## src/rtl/vga_timing_gen_pkg.sv

```systemverilog
// Shared raster constants for the 640x480@60 Hz VGA timing and its users.
package vga_pkg;

    localparam int CNT_W     = 10;

    localparam int H_VISIBLE = 640;
    localparam int H_FP      = 16;
    localparam int H_SYNC    = 96;
    localparam int H_BP      = 48;
    localparam int V_VISIBLE = 480;
    localparam int V_FP      = 10;
    localparam int V_SYNC    = 2;
    localparam int V_BP      = 33;

    localparam int H_TOTAL   = H_VISIBLE + H_FP + H_SYNC + H_BP;
    localparam int V_TOTAL   = V_VISIBLE + V_FP + V_SYNC + V_BP;
    localparam int HS_START  = H_VISIBLE + H_FP;
    localparam int HS_END    = HS_START + H_SYNC - 1;
    localparam int VS_START  = V_VISIBLE + V_FP;
    localparam int VS_END    = VS_START + V_SYNC - 1;

    localparam int RGB_W     = 12;
    localparam logic [RGB_W-1:0] RGB_BLACK = 12'h000;

endpackage

```

## src/rtl/vga_timing_gen_raster_counter.sv

```systemverilog
// Column/line counter pair with a configurable reset position.
module raster_counter
    import vga_pkg::*;
#(
    parameter int H_TOT  = 800,
    parameter int V_TOT  = 525,
    parameter int H_INIT = 0,
    parameter int V_INIT = 0
) (
    input  logic             clk,
    input  logic             rst,
    output logic [CNT_W-1:0] h_cnt,
    output logic [CNT_W-1:0] v_cnt
);

    localparam logic [CNT_W-1:0] H_LAST  = CNT_W'(H_TOT - 1);
    localparam logic [CNT_W-1:0] V_LAST  = CNT_W'(V_TOT - 1);
    localparam logic [CNT_W-1:0] H_RESET = CNT_W'(H_INIT);
    localparam logic [CNT_W-1:0] V_RESET = CNT_W'(V_INIT);

    // Column advances every clock; the line advances on each column wrap.
    always_ff @(posedge clk) begin
        if (rst) begin
            h_cnt <= H_RESET;
            v_cnt <= V_RESET;
        end else if (h_cnt == H_LAST) begin
            h_cnt <= '0;
            v_cnt <= (v_cnt == V_LAST) ? '0 : v_cnt + 10'd1;
        end else begin
            h_cnt <= h_cnt + 10'd1;
        end
    end

endmodule

```

## src/rtl/vga_timing_gen.sv

```systemverilog
// VGA raster timing, lookahead counters, blanking and registered VGA pins.
module vga_timing_gen #(
    parameter int H_VISIBLE = vga_pkg::H_VISIBLE,
    parameter int H_FP      = vga_pkg::H_FP,
    parameter int H_SYNC    = vga_pkg::H_SYNC,
    parameter int H_BP      = vga_pkg::H_BP,
    parameter int V_VISIBLE = vga_pkg::V_VISIBLE,
    parameter int V_FP      = vga_pkg::V_FP,
    parameter int V_SYNC    = vga_pkg::V_SYNC,
    parameter int V_BP      = vga_pkg::V_BP,
    parameter int LOOKAHEAD = 2
) (
    input  logic                      clk,
    input  logic                      rst,
    input  logic [vga_pkg::RGB_W-1:0] pixel_in,
    output logic [vga_pkg::CNT_W-1:0] h_cnt,
    output logic [vga_pkg::CNT_W-1:0] v_cnt,
    output logic [vga_pkg::CNT_W-1:0] ah_cnt,
    output logic [vga_pkg::CNT_W-1:0] av_cnt,
    output logic                      valid,
    output logic                      line_start,
    output logic                      frame_start,
    output logic [15:0]               frame_cnt,
    output logic                      hsync,
    output logic                      vsync,
    output logic [vga_pkg::RGB_W-1:0] vga_rgb
);
    import vga_pkg::*;

    localparam int H_TOT = H_VISIBLE + H_FP + H_SYNC + H_BP;
    localparam int V_TOT = V_VISIBLE + V_FP + V_SYNC + V_BP;

    localparam logic [CNT_W-1:0] H_VIS_C    = CNT_W'(H_VISIBLE);
    localparam logic [CNT_W-1:0] V_VIS_C    = CNT_W'(V_VISIBLE);
    localparam logic [CNT_W-1:0] HS_START_C = CNT_W'(H_VISIBLE + H_FP);
    localparam logic [CNT_W-1:0] HS_END_C   = CNT_W'(H_VISIBLE + H_FP + H_SYNC - 1);
    localparam logic [CNT_W-1:0] VS_START_C = CNT_W'(V_VISIBLE + V_FP);
    localparam logic [CNT_W-1:0] VS_END_C   = CNT_W'(V_VISIBLE + V_FP + V_SYNC - 1);
    localparam logic [CNT_W-1:0] H_LAST_C   = CNT_W'(H_TOT - 1);
    localparam logic [CNT_W-1:0] V_LAST_C   = CNT_W'(V_TOT - 1);

    logic                 hsync_p1;
    logic                 vsync_p1;
    logic [RGB_W-1:0]     vga_rgb_p1;
    logic                 end_of_frame;

    // Raster position of the pixel currently being emitted.
    raster_counter #(
        .H_TOT  (H_TOT),
        .V_TOT  (V_TOT),
        .H_INIT (0),
        .V_INIT (0)
    ) u_main (
        .clk   (clk),
        .rst   (rst),
        .h_cnt (h_cnt),
        .v_cnt (v_cnt)
    );

    // Separate counter pair started LOOKAHEAD columns ahead, so the lead
    // survives line and frame wraps without an adder/modulo on the path.
    raster_counter #(
        .H_TOT  (H_TOT),
        .V_TOT  (V_TOT),
        .H_INIT (LOOKAHEAD),
        .V_INIT (0)
    ) u_look (
        .clk   (clk),
        .rst   (rst),
        .h_cnt (ah_cnt),
        .v_cnt (av_cnt)
    );

    assign valid        = (h_cnt < H_VIS_C) && (v_cnt < V_VIS_C);
    assign line_start   = (h_cnt == '0);
    assign frame_start  = line_start && (v_cnt == '0);
    assign end_of_frame = (h_cnt == H_LAST_C) && (v_cnt == V_LAST_C);

    // ---- stage p0 -> p1: registered pins, all aligned one cycle behind h_cnt/v_cnt
    // Sync pulses and blanked colour registered together so the pins stay aligned.
    always_ff @(posedge clk) begin
        if (rst) begin
            hsync_p1   <= 1'b1;
            vsync_p1   <= 1'b1;
            vga_rgb_p1 <= RGB_BLACK;
        end else begin
            hsync_p1   <= ~((h_cnt >= HS_START_C) && (h_cnt <= HS_END_C));
            vsync_p1   <= ~((v_cnt >= VS_START_C) && (v_cnt <= VS_END_C));
            vga_rgb_p1 <= valid ? pixel_in : RGB_BLACK;
        end
    end

    // Completed-frame count, bumped on the edge where both counters wrap.
    always_ff @(posedge clk) begin
        if (rst) begin
            frame_cnt <= '0;
        end else if (end_of_frame) begin
            frame_cnt <= frame_cnt + 16'd1;
        end
    end

    assign hsync   = hsync_p1;
    assign vsync   = vsync_p1;
    assign vga_rgb = vga_rgb_p1;

endmodule

```

## config.mk

```make
export PLATFORM = sky130hd
export DESIGN_NAME = vga_timing_gen
export DESIGN_NICKNAME = d
export VERILOG_FILES = /design/src/rtl/vga_timing_gen_pkg.sv /design/src/rtl/vga_timing_gen_raster_counter.sv /design/src/rtl/vga_timing_gen.sv
export SDC_FILE = /design/constraint.sdc
export NUM_CORES = 1
export LEC_CHECK = 0
export CAP_MARGIN = 20
export CELL_PAD_IN_SITES_DETAIL_PLACEMENT = 0
export CELL_PAD_IN_SITES_GLOBAL_PLACEMENT = 2
export CORE_MARGIN = 4
export CORE_UTILIZATION = 30
export CTS_CLUSTER_DIAMETER = 60
export DETAILED_ROUTE_END_ITERATION = 16
export PLACE_DENSITY = 0.89
export SKIP_CTS_REPAIR_TIMING = 1
export SYNTH_ARGS = -nofsm -noshare
export SYNTH_HDL_FRONTEND = slang
export SYNTH_SLANG_ARGS = --single-unit
```

## constraint.sdc

```tcl
create_clock -name clk -period 3.4 [get_ports clk]
set_input_delay 0.68 -clock clk [delete_from_list [all_inputs] [get_ports clk]]
set_output_delay 0.68 -clock clk [all_outputs]
set_load 0.05 [all_outputs]
```

==> key figures, run 1 <==
STA
  – Slew HR: between 40% and 50%
  – Endpoints failing hold: 0
  – Fin Setup TNS: 0 ps
  – Final Cycle Share: 90.29%
  – RSZ-0062 raised after global routing: false
  – Final setup fails: 0
  – Tightest Pin Transition: slightly below 800 ps
  – Worst setup margin: 330.0 ps
  – Hold WS: between 400 and 500 ps
  – Max Slew Vio Count: 0
  – Skew final: about 12 ps
  – Post-layout min period: 3070 ps
  – Fmax: 325.7 MHz

Global route
  – Vias in the first global route: 2874
  – Global Route Usage Sum: approximately 13%
  – Pin count of the biggest net entering global routing: 38
  – Initial antenna violation count: 0
  – Gr ovfl total: 0
  – Global-route wire length before repair: 13.83 mm

Yosys
  – Yosys top cell area share: between 40% and 50%
  – Post-Syn Nets: 389
  – Post-synth EDFFs: 0
  – Cells after Synth: 367
  – Synth top area cells: dfxtp_1 44%, nor2_1 4.7%, nand3_1 4.1%
  – Async S/R FF share, synth: 0%
  – Post-Synthesis Cell Area: 0.003162 mm2
  – YS warnings: 0
  – Main synth FF type: dfxtp_1
  – Top-count cell post-synth: dfxtp_1
  – Seq cells post-synth: 70
  – Post-synth top cells: 70 x dfxtp_1, 40 x nor2_1, 26 x nand3_1, 23 x a21oi_1, 17 x nand2_1
  – Post-synth cell types: 36
  – Synth Area per Inst: 8.615 um2
  – Register area share after synthesis: 44.32%
  – Yosys top cell by area: dfxtp_1

Clock network
  – Total CTS buffers: 9
  – CTS sink count: 70
  – CTS clk-pin slew, worst paths: 80 ps
  – CTS tree: built
  – Longest Clk Path Bufs: 2
  – H-Tree Depth: 3
  – Clk Latency, worst-skew pair: 340 ps
  – Clk Tree Root Cell: clkbuf_8

Final layout
  – Final core utilization: a little over two fifths
  – # fillers: 1055
  – Final instance area: roughly 0.0044 mm2
  – Reg area: 0.001401 mm2
  – Final Non-Filler Cells: 590
  – Nets@finish: 471
  – Ratio of cells with drive above 1 in the final layout: 6.828%
  – Diodes inserted: 0
  – Area delta synth->final: 38.82%
  – Area of the multi-input gates: 0.001634 mm2

Drt
  – Drt first-iter violations: about 100
  – Final WL: 8.217 mm
  – Final ANT Viol Nets: 0
  – Via count: roughly 2900
  – TritonRoute pass-1 iters: 4
  – Number of vias per cell: 4.932
  – Routed len/inst: 13.93 um
  – Residual DRC: 0

Floorplan
  – Chip Height: ~110 um
  – I/O Pins: 87
  – Rows: 37
  – Die span in x: 110.7 um
  – Starting Density: ~31%
  – Die ar.: approximately 0.012 mm2
  – Core outline area: just over 0.01 mm2

Pwr
  – Power Dens Cells: slightly above 400 mW/mm2
  – LEAKAGE: 1.464 nW
  – Total power: 1.791 mW
  – Worst VDD drop: 0.1680 mV

Setup path
  – CP bufs+invs: 1
  – Cell breakdown of the critical path: or2_2 -> nor3_1 -> and4_1 -> and3_1 -> clkdlybuf4s50_1
  – Crit path max-delay family: simple AND/OR/NAND/NOR gates
  – Crit path max fanout: 10
  – Worst-path cell with the longest stage delay: clkdlybuf4s50_1
  – CP endpoint kind: output pin
  – Critical path launch point type: register
  – Critical Path Max Stage Delay: around 800 ps
  – Crit path arrival time: between 2000 and 2500 ps
  – Crit path kind: register to output pin
  – Critical path required time: 2720 ps

Flow run
  – Max-cap viol count: 0

Place
  – Post-DP HPWL: 5.771 mm
  – # port buffers: 86
  – Placed insts: 573
  – Placed inst area: 0.004141 mm2
  – Global placement routability congestion: slightly below 0.8
  – Place WS: around 660 ps

Outcome
  – Status: complete, no violations

Hold path
  – Hold WC Path Type: register to register
-- worst paths after layout --
check                           cells past startpoint  slack [ps]       startpoint            end
worst max-delay path                                5         330  u_main.h_cnt[7]    frame_start
worst min-delay path                                2         490     frame_cnt[5]   frame_cnt[5]
worst max register to register                      6         720  u_main.h_cnt[0]  frame_cnt[12]
worst min register to register                      2         490     frame_cnt[5]   frame_cnt[5]
-- kinds of logic after synthesis --
logic type | Yosys count | share of synthesized area (%)
AND/OR/NAND/NOR | 178 | 30.83
flip-flops | 70 | 44.32
AO/OA/AOI/OAI | 50 | 9.340
buffers and inverters | 33 | 4.194
XOR/XNOR | 23 | 6.371
adder cells (fa/ha/maj) | 8 | 3.166
multiplexers | 5 | 1.781
-- cell type report --
cell class              count  area share (%)
inverters                  14           1.197
well taps                 136           3.877
clock buffers              11           3.449
multi-input cells         264           37.23
flip-flops and latches     70           31.93
clock inverters             5           1.853
repair buffers             90           20.47
-- per-layer routing --
layer	global-route usage, %	routed length [um]
met5	0	0
met4	5.419	155
met3	4.203	484
met2	21.40	3648
met1	16.76	3929
-- sequential cells by signal (all words and copies together) (netlist names) --
name,count
vsync,1
hsync,1
vga_rgb,12
u_main.v_cnt,10
u_look.v_cnt,10
frame_cnt,16
u_main.h_cnt,10
u_look.h_cnt,10
-- report_power, final --
| part | internal [mW] | total [mW] | switching [mW] | leakage, nW |
|---|---|---|---|---|
| logic | 0.0617 | 0.165 | 0.103 | 0.780 |
| registers | 0.834 | 0.847 | 0.0122 | 0.569 |
| clock network | 0.453 | 0.779 | 0.326 | 0.116 |
-- tightest hold or removal path: stages (launching register included) --
cell and delay [ps]:
dfxtp_1 330, o31ai_1 60, a21oi_1 50
-- cells in the final DEF (no fill, tap or decap), types with 11 or more instances in the layout --
| master | count |
|---|---|
| a21oi_1 | 23 |
| and2_1 | 15 |
| clkbuf_8 | 11 |
| clkdlybuf4s50_1 | 86 |
| dfxtp_1 | 70 |
| inv_1 | 14 |
| nand2_1 | 17 |
| nand3_1 | 26 |
| nand4_1 | 14 |
| nor2_1 | 40 |
| o31ai_1 | 12 |
| or4_1 | 12 |
| xnor2_1 | 14 |
(Power assumes the default switching activity.)
==> run 2, diff against run 1 <==
Settings changed: CAP_MARGIN 20 to 40.
==> run 2 against run 1 <==
  * Global-route usage increased by 0.24 points
  * Flip-flop and latch count unchanged
  * Via count increased by 0.17%
  * First-iteration DRC count decreased by 3.9%
  * Cell count decreased by 0.17%
  * Worst setup slack improved by 2.6 ps
  * Register-to-register slack improved by 50 ps
  * Utilization decreased by 0.30 points
  * Sequential share of layout area increased by 0.23 points
==> key figures, run 2 (synthesized netlist as in run 1, its figures left out) <==
Final layout
  – Final core utilization: 42.40%
  – Max reg flops: 16
  – # fillers: between 1000 and 1500
  – Diodes inserted: 0
  – Most common cell after layout, fill and taps aside: clkdlybuf4s50_1
  – Ratio of cells with drive above 1 in the final layout: 6.402%
  – Nets@finish: 471
  – Reg area: approximately 0.0014 mm2
  – Area delta synth->final: 37.83%
  – Most frequent cells in the layout: 86 x clkdlybuf4s50_1, 70 x dfxtp_1, 40 x nor2_1, 26 x nand3_1, 23 x a21oi_1
  – Final instance area: between 0.004 and 0.005 mm2
  – Reg with most FFs: frame_cnt
  – Area of the multi-input gates: 0.001634 mm2

Setup path
  – Critical Path Max Stage Delay: around 800 ps
  – Flop-to-flop setup slack: between 700 and 800 ps
  – Crit path depth: 5
  – Cell breakdown of the critical path: or2_2 -> nor3_1 -> and4_1 -> and3_1 -> clkdlybuf4s50_1
  – Crit path max fanout: 10
  – Crit path kind: register to output pin
  – Reg2Reg Depth: 6
  – Crit path max-delay family: simple AND/OR/NAND/NOR gates
  – Critical path required time: 2720 ps
  – Critical path launch point type: register
  – Crit path arrival time: 2390 ps
  – CP bufs+invs: 1
  – CP endpoint kind: output pin
  – Worst-path cell with the longest stage delay: clkdlybuf4s50_1

Pwr
  – LEAKAGE: 1.450 nW
  – Worst VDD drop: 0.1996 mV
  – Power Dens Cells: between 300 and 400 mW/mm2

Place
  – Global placement routability congestion: 0.7935
  – # port buffers: 86
  – Placed inst area: 0.004169 mm2
  – Place WS: 711.2 ps
  – Post-DP HPWL: 5.848 mm

STA
  – RSZ-0062 raised after global routing: false
  – Post-layout min period: just over 3000 ps
  – Fin Setup TNS: 0 ps
  – Max Slew Vio Count: 0
  – Slew HR: between 40% and 50%
  – Final Cycle Share: 90.22%
  – Skew final: 12.15 ps
  – Endpoints failing hold: 0
  – Fmax: 326.0 MHz
  – Hold WS: 491.9 ps
  – Final setup fails: 0
  – Worst setup margin: 332.6 ps
  – Tightest Pin Transition: 763.6 ps

Global route
  – Global-route wire length before repair: 14.06 mm
  – Pin count of the biggest net entering global routing: 25
  – Vias in the first global route: 2876
  – Gr ovfl total: 0
  – Initial antenna violation count: 0
  – Global Route Usage Sum: between 10% and 20%

Floorplan
  – Chip Height: 110.7 um
  – Core outline area: 0.01028 mm2
  – I/O Pins: 87
  – Starting Density: 30.76%
  – Die ar.: 0.01225 mm2
  – Die span in x: 110.7 um
  – Rows: 37

Drt
  – Routed len/inst: between 10 and 15 um
  – Via count: 2915
  – Final WL: around 8.2 mm
  – Number of vias per cell: 4.949
  – Residual DRC: 0
  – Drt first-iter violations: 99
  – TritonRoute pass-1 iters: 4
  – Final ANT Viol Nets: 0

Clock network
  – CTS sink count: 70
  – Clk Latency, worst-skew pair: 340 ps
  – CTS tree: built
  – CTS clk-pin slew, worst paths: 70 ps
  – Clk Tree Root Cell: clkbuf_8
  – Longest Clk Path Bufs: 2
  – Total CTS buffers: 9
  – H-Tree Depth: 3

Hold path
  – Hold Path Depth: 1
  – Hold WC Path Type: register to register

Outcome
  – Status: complete, no violations

Flow run
  – Max-cap viol count: 0
[run 2: changes by cell type in the layout (fill, tap and decap cells not counted)]
cell | previous run | this run
buf_8 | 1 | 0
clkinv_4 | 1 | 0
clkbuf_8 | 11 | 10
bufinv_16 | 2 | 1
clkbuf_1 | 0 | 1
clkinv_2 | 1 | 2
buf_16 | 0 | 1
[run 2: metal layers]
metal	vias up	GRT usage, %	part of all wire [%]
li1	1469	-	-
met1	1365	17.86	49
met2	69	21.52	45
met3	12	3.766	4.6
met4	0	4.926	1.5
met5	-	0	0
[run 2: path summary, 6_finish.rpt]
path | start | endpoint
setup / recovery | u_main.h_cnt[7] | frame_start
hold / removal | u_look.h_cnt[0] | u_look.h_cnt[0]
setup reg to reg | u_main.h_cnt[0] | frame_cnt[12]
hold reg to reg | u_look.h_cnt[0] | u_look.h_cnt[0]
[run 2: cell type report]
cell class | count | share of cell area (%)
clock buffers | 11 | 3.244
well taps | 136 | 3.905
inverters | 14 | 1.206
repair buffers | 90 | 20.90
flip-flops and latches | 70 | 32.16
clock inverters | 4 | 1.091
multi-input cells | 264 | 37.50
[run 2: power by group]
| group | switching (mW) | internal [mW] |
|---|---|---|
| clock network | 0.310 | 0.353 |
| registers | 0.0125 | 0.835 |
| logic | 0.103 | 0.0616 |
| total | 0.426 | 1.25 |
[run 2: through the flow]
stage	total power, mW	instances
finish	1.675	589
CTS	1.706	589
global placement	1.031	573
detailed placement	1.033	574
global route	1.759	589
floorplan	0.9661	367
==> run 3, diff against run 2 <==
Settings changed: GPL_ROUTABILITY_DRIVEN set to 0.
==> results of run 3 <==
Final layout, timing and power as in run 2 (identical DEF).
